`config.mk`:
```
export PLATFORM = sky130hd
export DESIGN_NAME = cajero_automatico_param
export DESIGN_NICKNAME = d
export VERILOG_FILES = /design/src/rtl/cajero_pkg.sv /design/src/rtl/cajero_pin_buffer.sv /design/src/rtl/cajero_automatico_param.sv
export SDC_FILE = /design/constraint.sdc
export NUM_CORES = 1
export LEC_CHECK = 0
export ABC_AREA = 1
export CAP_MARGIN = 20
export CORE_MARGIN = 4
export CORE_UTILIZATION = 30
export DETAILED_ROUTE_END_ITERATION = 8
export RECOVER_POWER = 100
export SETUP_SLACK_MARGIN = 0.02
export SLEW_MARGIN = 0
export SYNTH_ARGS = -nofsm -noshare
export SYNTH_HDL_FRONTEND = slang
export SYNTH_SLANG_ARGS = --single-unit
```
`constraint.sdc`:
```
create_clock -name clock -period 5.2 [get_ports clock]
set_input_delay 1.3 -clock clock [delete_from_list [all_inputs] [get_ports clock]]
set_output_delay 1.3 -clock clock [all_outputs]
set_load 0.005 [all_outputs]
```
`src/rtl/cajero_pkg.sv`:
```
// Purpose: shared state encoding and default parameters for the ATM controller.
// Latency: n/a (types and constants only).
// Backpressure: n/a.
package cajero_pkg;

    typedef enum logic [2:0] {
        ESPERA_TARJETA = 3'd0,
        INGRESO_PIN    = 3'd1,
        VERIFICAR      = 3'd2,
        ESPERA_MONTO   = 3'd3,
        PROCESAR       = 3'd4,
        BLOQUEADO      = 3'd5
    } estado_t;

    localparam int unsigned DEF_PIN_DIGITS     = 4;
    localparam int unsigned DEF_MAX_INTENTOS   = 3;
    localparam int unsigned DEF_BALANCE_W      = 64;
    localparam int unsigned DEF_MONTO_W        = 32;
    localparam int unsigned DEF_TIMEOUT_CICLOS = 1000;

endpackage

```
`src/rtl/cajero_pin_buffer.sv`:
```
// Purpose: PIN digit shift register with digit counter and full flag.
// Latency: a digit is visible in pin_buf and counted one cycle after its strobe.
// Backpressure: none; strobes arriving while full are dropped.
module cajero_pin_buffer
    import cajero_pkg::*;
#(
    parameter int unsigned PIN_DIGITS = DEF_PIN_DIGITS
) (
    input  logic                    clock,
    input  logic                    reset,
    input  logic                    clr,
    input  logic                    shift,
    input  logic [3:0]              digito,
    output logic [4*PIN_DIGITS-1:0] pin_buf,
    output logic                    full
);

    localparam int unsigned CNT_W = $clog2(PIN_DIGITS + 1);

    logic [CNT_W-1:0] cnt;

    assign full = (cnt == CNT_W'(PIN_DIGITS));

    // Shift new digits in at the LSB end so the first digit ends up in the top nibble.
    always_ff @(posedge clock) begin
        if (!reset) begin
            pin_buf <= '0;
            cnt     <= '0;
        end else if (clr) begin
            cnt <= '0;
        end else if (shift && !full) begin
            pin_buf <= {pin_buf[4*PIN_DIGITS-5:0], digito};
            cnt     <= cnt + CNT_W'(1);
        end
    end

endmodule

```
`src/rtl/cajero_automatico_param.sv`:
```
// Purpose: ATM session controller (card, PIN check with lockout, deposit/withdrawal); optional inactivity timeout under CAJERO_TIMEOUT_EN.
// Latency: every output is registered; pulses appear the cycle after the deciding state.
// Backpressure: none; strobes and card outside their owning state are ignored.
module cajero_automatico_param
    import cajero_pkg::*;
#(
    parameter int unsigned PIN_DIGITS     = DEF_PIN_DIGITS,
    parameter int unsigned MAX_INTENTOS   = DEF_MAX_INTENTOS,
    parameter int unsigned BALANCE_W      = DEF_BALANCE_W,
    parameter int unsigned MONTO_W        = DEF_MONTO_W,
    parameter int unsigned TIMEOUT_CICLOS = DEF_TIMEOUT_CICLOS
) (
    input  logic                    clock,
    input  logic                    reset,
    input  logic                    tarjeta_recibida,
    input  logic                    tipo_trans,
    input  logic                    digito_stb,
    input  logic [3:0]              digito,
    input  logic [4*PIN_DIGITS-1:0] pin,
    input  logic [BALANCE_W-1:0]    balance_inicial,
    input  logic [MONTO_W-1:0]      monto,
    input  logic                    monto_stb,
    output logic                    balance_actualizado,
    output logic                    entregar_dinero,
    output logic                    pin_incorrecto,
    output logic                    advertencia,
    output logic                    bloqueo,
    output logic                    fondos_insuficientes,
    output logic [BALANCE_W-1:0]    balance
);

    estado_t                 estado, estado_sig;
    logic [3:0]              intentos, intentos_sig, intentos_inc;
    logic [MONTO_W-1:0]      monto_q;
    logic                    tipo_q;
    logic [BALANCE_W-1:0]    balance_sig, monto_ext;
    logic [BALANCE_W:0]      suma;
    logic                    pin_shift, pin_clr, latch_monto, timeout;
    logic                    ba_sig, ed_sig, pi_sig, fi_sig, adv_sig;
    logic [4*PIN_DIGITS-1:0] pin_buf;
    logic                    pin_full;

    cajero_pin_buffer #(.PIN_DIGITS(PIN_DIGITS)) u_pin_buffer (
        .clock   (clock),
        .reset   (reset),
        .clr     (pin_clr),
        .shift   (pin_shift),
        .digito  (digito),
        .pin_buf (pin_buf),
        .full    (pin_full)
    );

    assign monto_ext    = BALANCE_W'(monto_q);
    assign suma         = {1'b0, balance} + {1'b0, monto_ext};
    assign intentos_inc = intentos + 4'd1;

`ifdef CAJERO_TIMEOUT_EN
    localparam int unsigned TO_W = $clog2(TIMEOUT_CICLOS + 1);
    logic [TO_W-1:0] to_cnt;
    logic            stb_aceptado;

    assign stb_aceptado = (estado == INGRESO_PIN  && digito_stb && !pin_full) ||
                          (estado == ESPERA_MONTO && monto_stb);
    assign timeout      = (to_cnt == TO_W'(TIMEOUT_CICLOS - 1));

    // Inactivity counter: restarts on state change or accepted strobe, runs only while waiting for input.
    always_ff @(posedge clock) begin
        if (!reset) begin
            to_cnt <= '0;
        end else if (estado_sig != estado || stb_aceptado) begin
            to_cnt <= '0;
        end else if (estado == INGRESO_PIN || estado == ESPERA_MONTO) begin
            to_cnt <= to_cnt + TO_W'(1);
        end
    end
`else
    assign timeout = 1'b0;
`endif

    // Next-state and next-output decode; pulses default low, levels hold.
    always_comb begin
        estado_sig   = estado;
        intentos_sig = intentos;
        balance_sig  = balance;
        adv_sig      = advertencia;
        pin_shift    = 1'b0;
        pin_clr      = 1'b0;
        latch_monto  = 1'b0;
        ba_sig       = 1'b0;
        ed_sig       = 1'b0;
        pi_sig       = 1'b0;
        fi_sig       = 1'b0;
        case (estado)
            ESPERA_TARJETA: begin
                if (tarjeta_recibida) begin
                    balance_sig = balance_inicial;
                    pin_clr     = 1'b1;
                    estado_sig  = INGRESO_PIN;
                end
            end
            INGRESO_PIN: begin
                if (pin_full) begin
                    estado_sig = VERIFICAR;
                end else if (digito_stb) begin
                    pin_shift = 1'b1;
                end else if (timeout) begin
                    estado_sig = ESPERA_TARJETA;
                end
            end
            VERIFICAR: begin
                if (pin_buf == pin) begin
                    intentos_sig = '0;
                    adv_sig      = 1'b0;
                    estado_sig   = ESPERA_MONTO;
                end else begin
                    intentos_sig = intentos_inc;
                    pi_sig       = 1'b1;
                    pin_clr      = 1'b1;
                    if (intentos_inc == 4'(MAX_INTENTOS - 1)) begin
                        adv_sig = 1'b1;
                    end
                    estado_sig = (intentos_inc == 4'(MAX_INTENTOS)) ? BLOQUEADO : INGRESO_PIN;
                end
            end
            ESPERA_MONTO: begin
                if (monto_stb) begin
                    latch_monto = 1'b1;
                    estado_sig  = PROCESAR;
                end else if (timeout) begin
                    estado_sig = ESPERA_TARJETA;
                end
            end
            PROCESAR: begin
                estado_sig = ESPERA_TARJETA;
                if (!tipo_q) begin
                    balance_sig = suma[BALANCE_W] ? '1 : suma[BALANCE_W-1:0];
                    ba_sig      = 1'b1;
                end else if (monto_ext <= balance) begin
                    balance_sig = balance - monto_ext;
                    ba_sig      = 1'b1;
                    ed_sig      = 1'b1;
                end else begin
                    fi_sig = 1'b1;
                end
            end
            BLOQUEADO: begin
                estado_sig = BLOQUEADO;
            end
            default: begin
                estado_sig = ESPERA_TARJETA;
            end
        endcase
    end

    // State, datapath and registered outputs.
    always_ff @(posedge clock) begin
        if (!reset) begin
            estado               <= ESPERA_TARJETA;
            intentos             <= '0;
            monto_q              <= '0;
            tipo_q               <= 1'b0;
            balance              <= '0;
            balance_actualizado  <= 1'b0;
            entregar_dinero      <= 1'b0;
            pin_incorrecto       <= 1'b0;
            advertencia          <= 1'b0;
            bloqueo              <= 1'b0;
            fondos_insuficientes <= 1'b0;
        end else begin
            estado               <= estado_sig;
            intentos             <= intentos_sig;
            balance              <= balance_sig;
            balance_actualizado  <= ba_sig;
            entregar_dinero      <= ed_sig;
            pin_incorrecto       <= pi_sig;
            advertencia          <= adv_sig;
            bloqueo              <= (estado_sig == BLOQUEADO);
            fondos_insuficientes <= fi_sig;
            if (latch_monto) begin
                monto_q <= monto;
                tipo_q  <= tipo_trans;
            end
        end
    end

endmodule

```
==> results_dict.tcl <==
set metrics [dict create \
    met3_usage_pct 5.88 \
    dpl.hpwl_um 55400 \
    static-leakage-power_nw 7.79 \
    crit-reg2reg-capture "balance[42]" \
    setup_skew_ns 0.0125 \
    syn_area_per_cell_um2 5.52 \
    synth_edf_count 0 \
    fp.coreArea_mm2 0.0456 \
    finalCoreUtilization_pct 36.6 \
    antenna_found_initial 0 \
    port_buffers 191 \
    std_cell_rows 78 \
    vias_per_cell 5.20 \
    report.final.slew_viol_count 49 \
    path_cells "clkbuf_1, inv_1, nor2_1, nand3_1, nor2_1" \
    wl_per_cell_um 21.0 \
    switchingPower_mw 1.38 \
    synthesis.instances 2517 \
    worst-setup-path-type "input pin to register" \
    critical_path_peak_fanout 48 \
    detailedRoute.firstIterationViolations 1749 \
    fp.dieH_um 223 \
    detail_route.first_pass.iterations 6 \
    route.detailed.drc 0 \
    worstSetupEndpoint "bloqueo" \
    tritoncts "yes" \
    dieArea_mm2 0.0498 \
    design_area_mm2 0.0167 \
    grt.overflow.total 0 \
    rsz0062_at_grt "no" \
    ys_async_sr_fraction_pct 0 \
    pwr-share-clk_pct 35.8 \
    vias 16900 \
    wp_depth 5 \
    postSynth.topFlopCell "sky130_fd_sc_hd__dfxtp_1" \
    netlist_top_cells_area "sky130_fd_sc_hd__nand2_1 20%, sky130_fd_sc_hd__dfxtp_1 19%, sky130_fd_sc_hd__inv_1 9.6%" \
    most_common_cell_after_layout_fill_and_taps_aside "sky130_fd_sc_hd__nand2_1" \
    fin_setup_tns_ns 0 \
    fin_ws_ns 1.03 \
    post_cts_hold_fix_bufs 0 \
    synth_top_cell_by_area "sky130_fd_sc_hd__nand2_1" \
    cts_max_level 4 \
    root_buffer_master "sky130_fd_sc_hd__clkbuf_16" \
    design.portCount 192 \
    cts_inserted_buffers 17 \
    synthesis.nets 2710 \
    grt.met2_usage_pct 41.1 \
    placed_area_mm2 0.0161 \
    slowest_cell_on_the_critical_path "sky130_fd_sc_hd__clkbuf_1" \
    result_of_the_run "complete, but fails checks" \
    cts.sinks 129 \
    sw_frac_of_total_pct 38.5 \
    die_w_um 223 \
    hold_path_class "register to register" \
    layout.cells.most_common_list "727 x sky130_fd_sc_hd__nand2_1, 358 x sky130_fd_sc_hd__inv_1, 294 x sky130_fd_sc_hd__nor2_1" \
    netlist.area_leader.share_pct 19.6 \
    grtUsageTotal_pct 26.8 \
    power.density_mw_per_mm2 214 \
    timing.reg2reg.worst_path_depth 13 \
    count_of_non_filler_cells_in_the_finished_layout 3251 \
    ys_seq_elements 129 \
    grt_pass1_vias 16000 \
    fin_hold_ws_ns 0.478 \
    post-place-ws_ns 1.64 \
    timing.final.setup_violations 0 \
    fmaxAchievable_ghz 0.240 \
    grt_pass1_wl_um 101000 \
    layout_overhead_on_the_synthesized_area_pct 20.0 \
    p_seq_share_pct 31.7 \
    final_net_count 2832 \
    syn-cell-area_mm2 0.0139 \
    globalRoute.busiestLayer "met2" \
    p_int_mw 2.19 \
    timing.slew.headroom_pct -42.2 \
    count_of_buffers_added_by_post_cts_timing_repair_for_setup 0 \
    cts_max_path_buffers 2 \
    total_power_mw 3.57 \
    hold_violations 0 \
    cap_violations 1 \
    initial_utilization_pct 30.5 \
    drive_gt1_share_pct 3.74 \
    critical_path_buf_inv_count 2 \
    min_period_over_period_pct 80.1 \
    finalWeightedCongestion 1.00 \
    max_slew.worst_pin.slew_ns 2.13 \
    power_frac_comb_pct 32.5 \
    clock_latency_of_the_later_clocked_register_in_the_worst_skew_pair_ns 0.49 \
    endpoint_kind "register" \
    synth.yosys.warnings 0 \
    timing.final.crit_period_ns 4.17 \
    grt_start_max_net_pins 88 \
    count_of_instances_resized_after_the_clock_tree_is_built 0 \
    postRouteWirelength_um 68100 \
    final_antenna_net_count 0 \
    timing.critical_path.slowest_cell_delay_ns 1.50 \
    critical-path-top-delay-family "buffers and inverters" \
    grt.met1_usage_pct 37.8 \
    cp_data_arrival_time_ns 4.59 \
    synth.distinct_cells 50 \
    clk_pin_slew_ns 0.06 \
    timing.critical_path.mode_cell "sky130_fd_sc_hd__nor2_1" \
    setup_slack_of_the_worst_register_to_register_path_ns 1.35 \
    dp_cells 3220 \
    synth_sequential_area_ratio_pct 18.6 \
    timing.critical_path.required_ns 5.62 \
    worst_setup_sp_type "input pin" \
    irDropWorstVdd_uv 209 \
    worstReg2RegStart "monto_q[4]" \
    launch_point_of_the_critical_path "reset" \
    violations "capacitance limit, slew limit" \
]
-- worst min path at each step --
stage / start / end / cells after the start
CTS: monto_q[10] / monto_q[10] / 2
finish: monto_q[7] / monto_q[7] / 2
global route: monto_q[4] / monto_q[4] / 2
global placement: monto_q[28] / monto_q[28] / 2
floorplan: monto_q[10] / monto_q[10] / 2
detailed placement: monto_q[9] / monto_q[9] / 2
-- worst min-delay path, cell delays in order, from the launching register on --
cell	delay, ns
sky130_fd_sc_hd__dfxtp_1	0.31
sky130_fd_sc_hd__inv_1	0.07
sky130_fd_sc_hd__a21oi_1	0.05
-- flip-flops by register name (all words and copies together), names as in the netlist, 3 cells and up --
signal and flops:
estado 3, u_pin_buffer.pin_buf 16, u_pin_buffer.cnt 3, intentos 4, monto_q 32, balance 64
-- cell usage after synthesis, drive strengths merged, types with 4 or more instances --
cell type  instances
xnor2             11
ha                69
nor2             304
nand4             34
nor4              11
inv              367
buf               57
a22oi              6
xor2              28
dfxtp            129
or2               17
a21oi            201
clkbuf            43
o22ai              9
o21bai            17
nand2            737
nor3              36
nand3b             4
o21ai            189
nand3            229
-- area by class of cell --
| class | instances | area, um2 |
|---|---|---|
| Sequential cell | 129 | 2590 |
| Fill cell | 5143 | 28900 |
| Multi-Input combinational cell | 1918 | 9360 |
| Clock inverter | 12 | 161 |
| Timing Repair Buffer | 203 | 1970 |
| Clock buffer | 18 | 439 |
| Inverter | 370 | 1390 |
| Antenna cell | 1 | 2.50 |
| Tap cell | 600 | 751 |
-- routing by layer --
layer	vias to the layer above	wire length, um
met4	0	1770
met2	656	29500
met3	76	5350
met5	-	0
li1	8242	-
met1	7918	31600
-- kinds of logic (layout without fill, tap and decap cells) --
kind of cell	count (synthesis)	count (layout)	synth area share, %
AND/OR/NAND/NOR	1379	1379	42.2
other	0	1	0
buffers and inverters	470	603	14.0
flip-flops	129	129	18.6
XOR/XNOR	39	39	2.46
AO/OA/AOI/OAI	429	429	16.3
adder cells (fa/ha/maj)	71	71	6.50
-- power by group through the flow --
stage                     Sequential [mW]  Combinational, mW  Clock [mW]
after floorplan                      1.10              0.705           0
after global placement               1.15               1.16           0
after detailed placement             1.15               1.16           0
after CTS                            1.13               1.16        1.32
after global routing                 1.14               1.27        1.35
final                                1.13               1.16        1.28
Note: power is estimated with default switching activity, not from simulation.
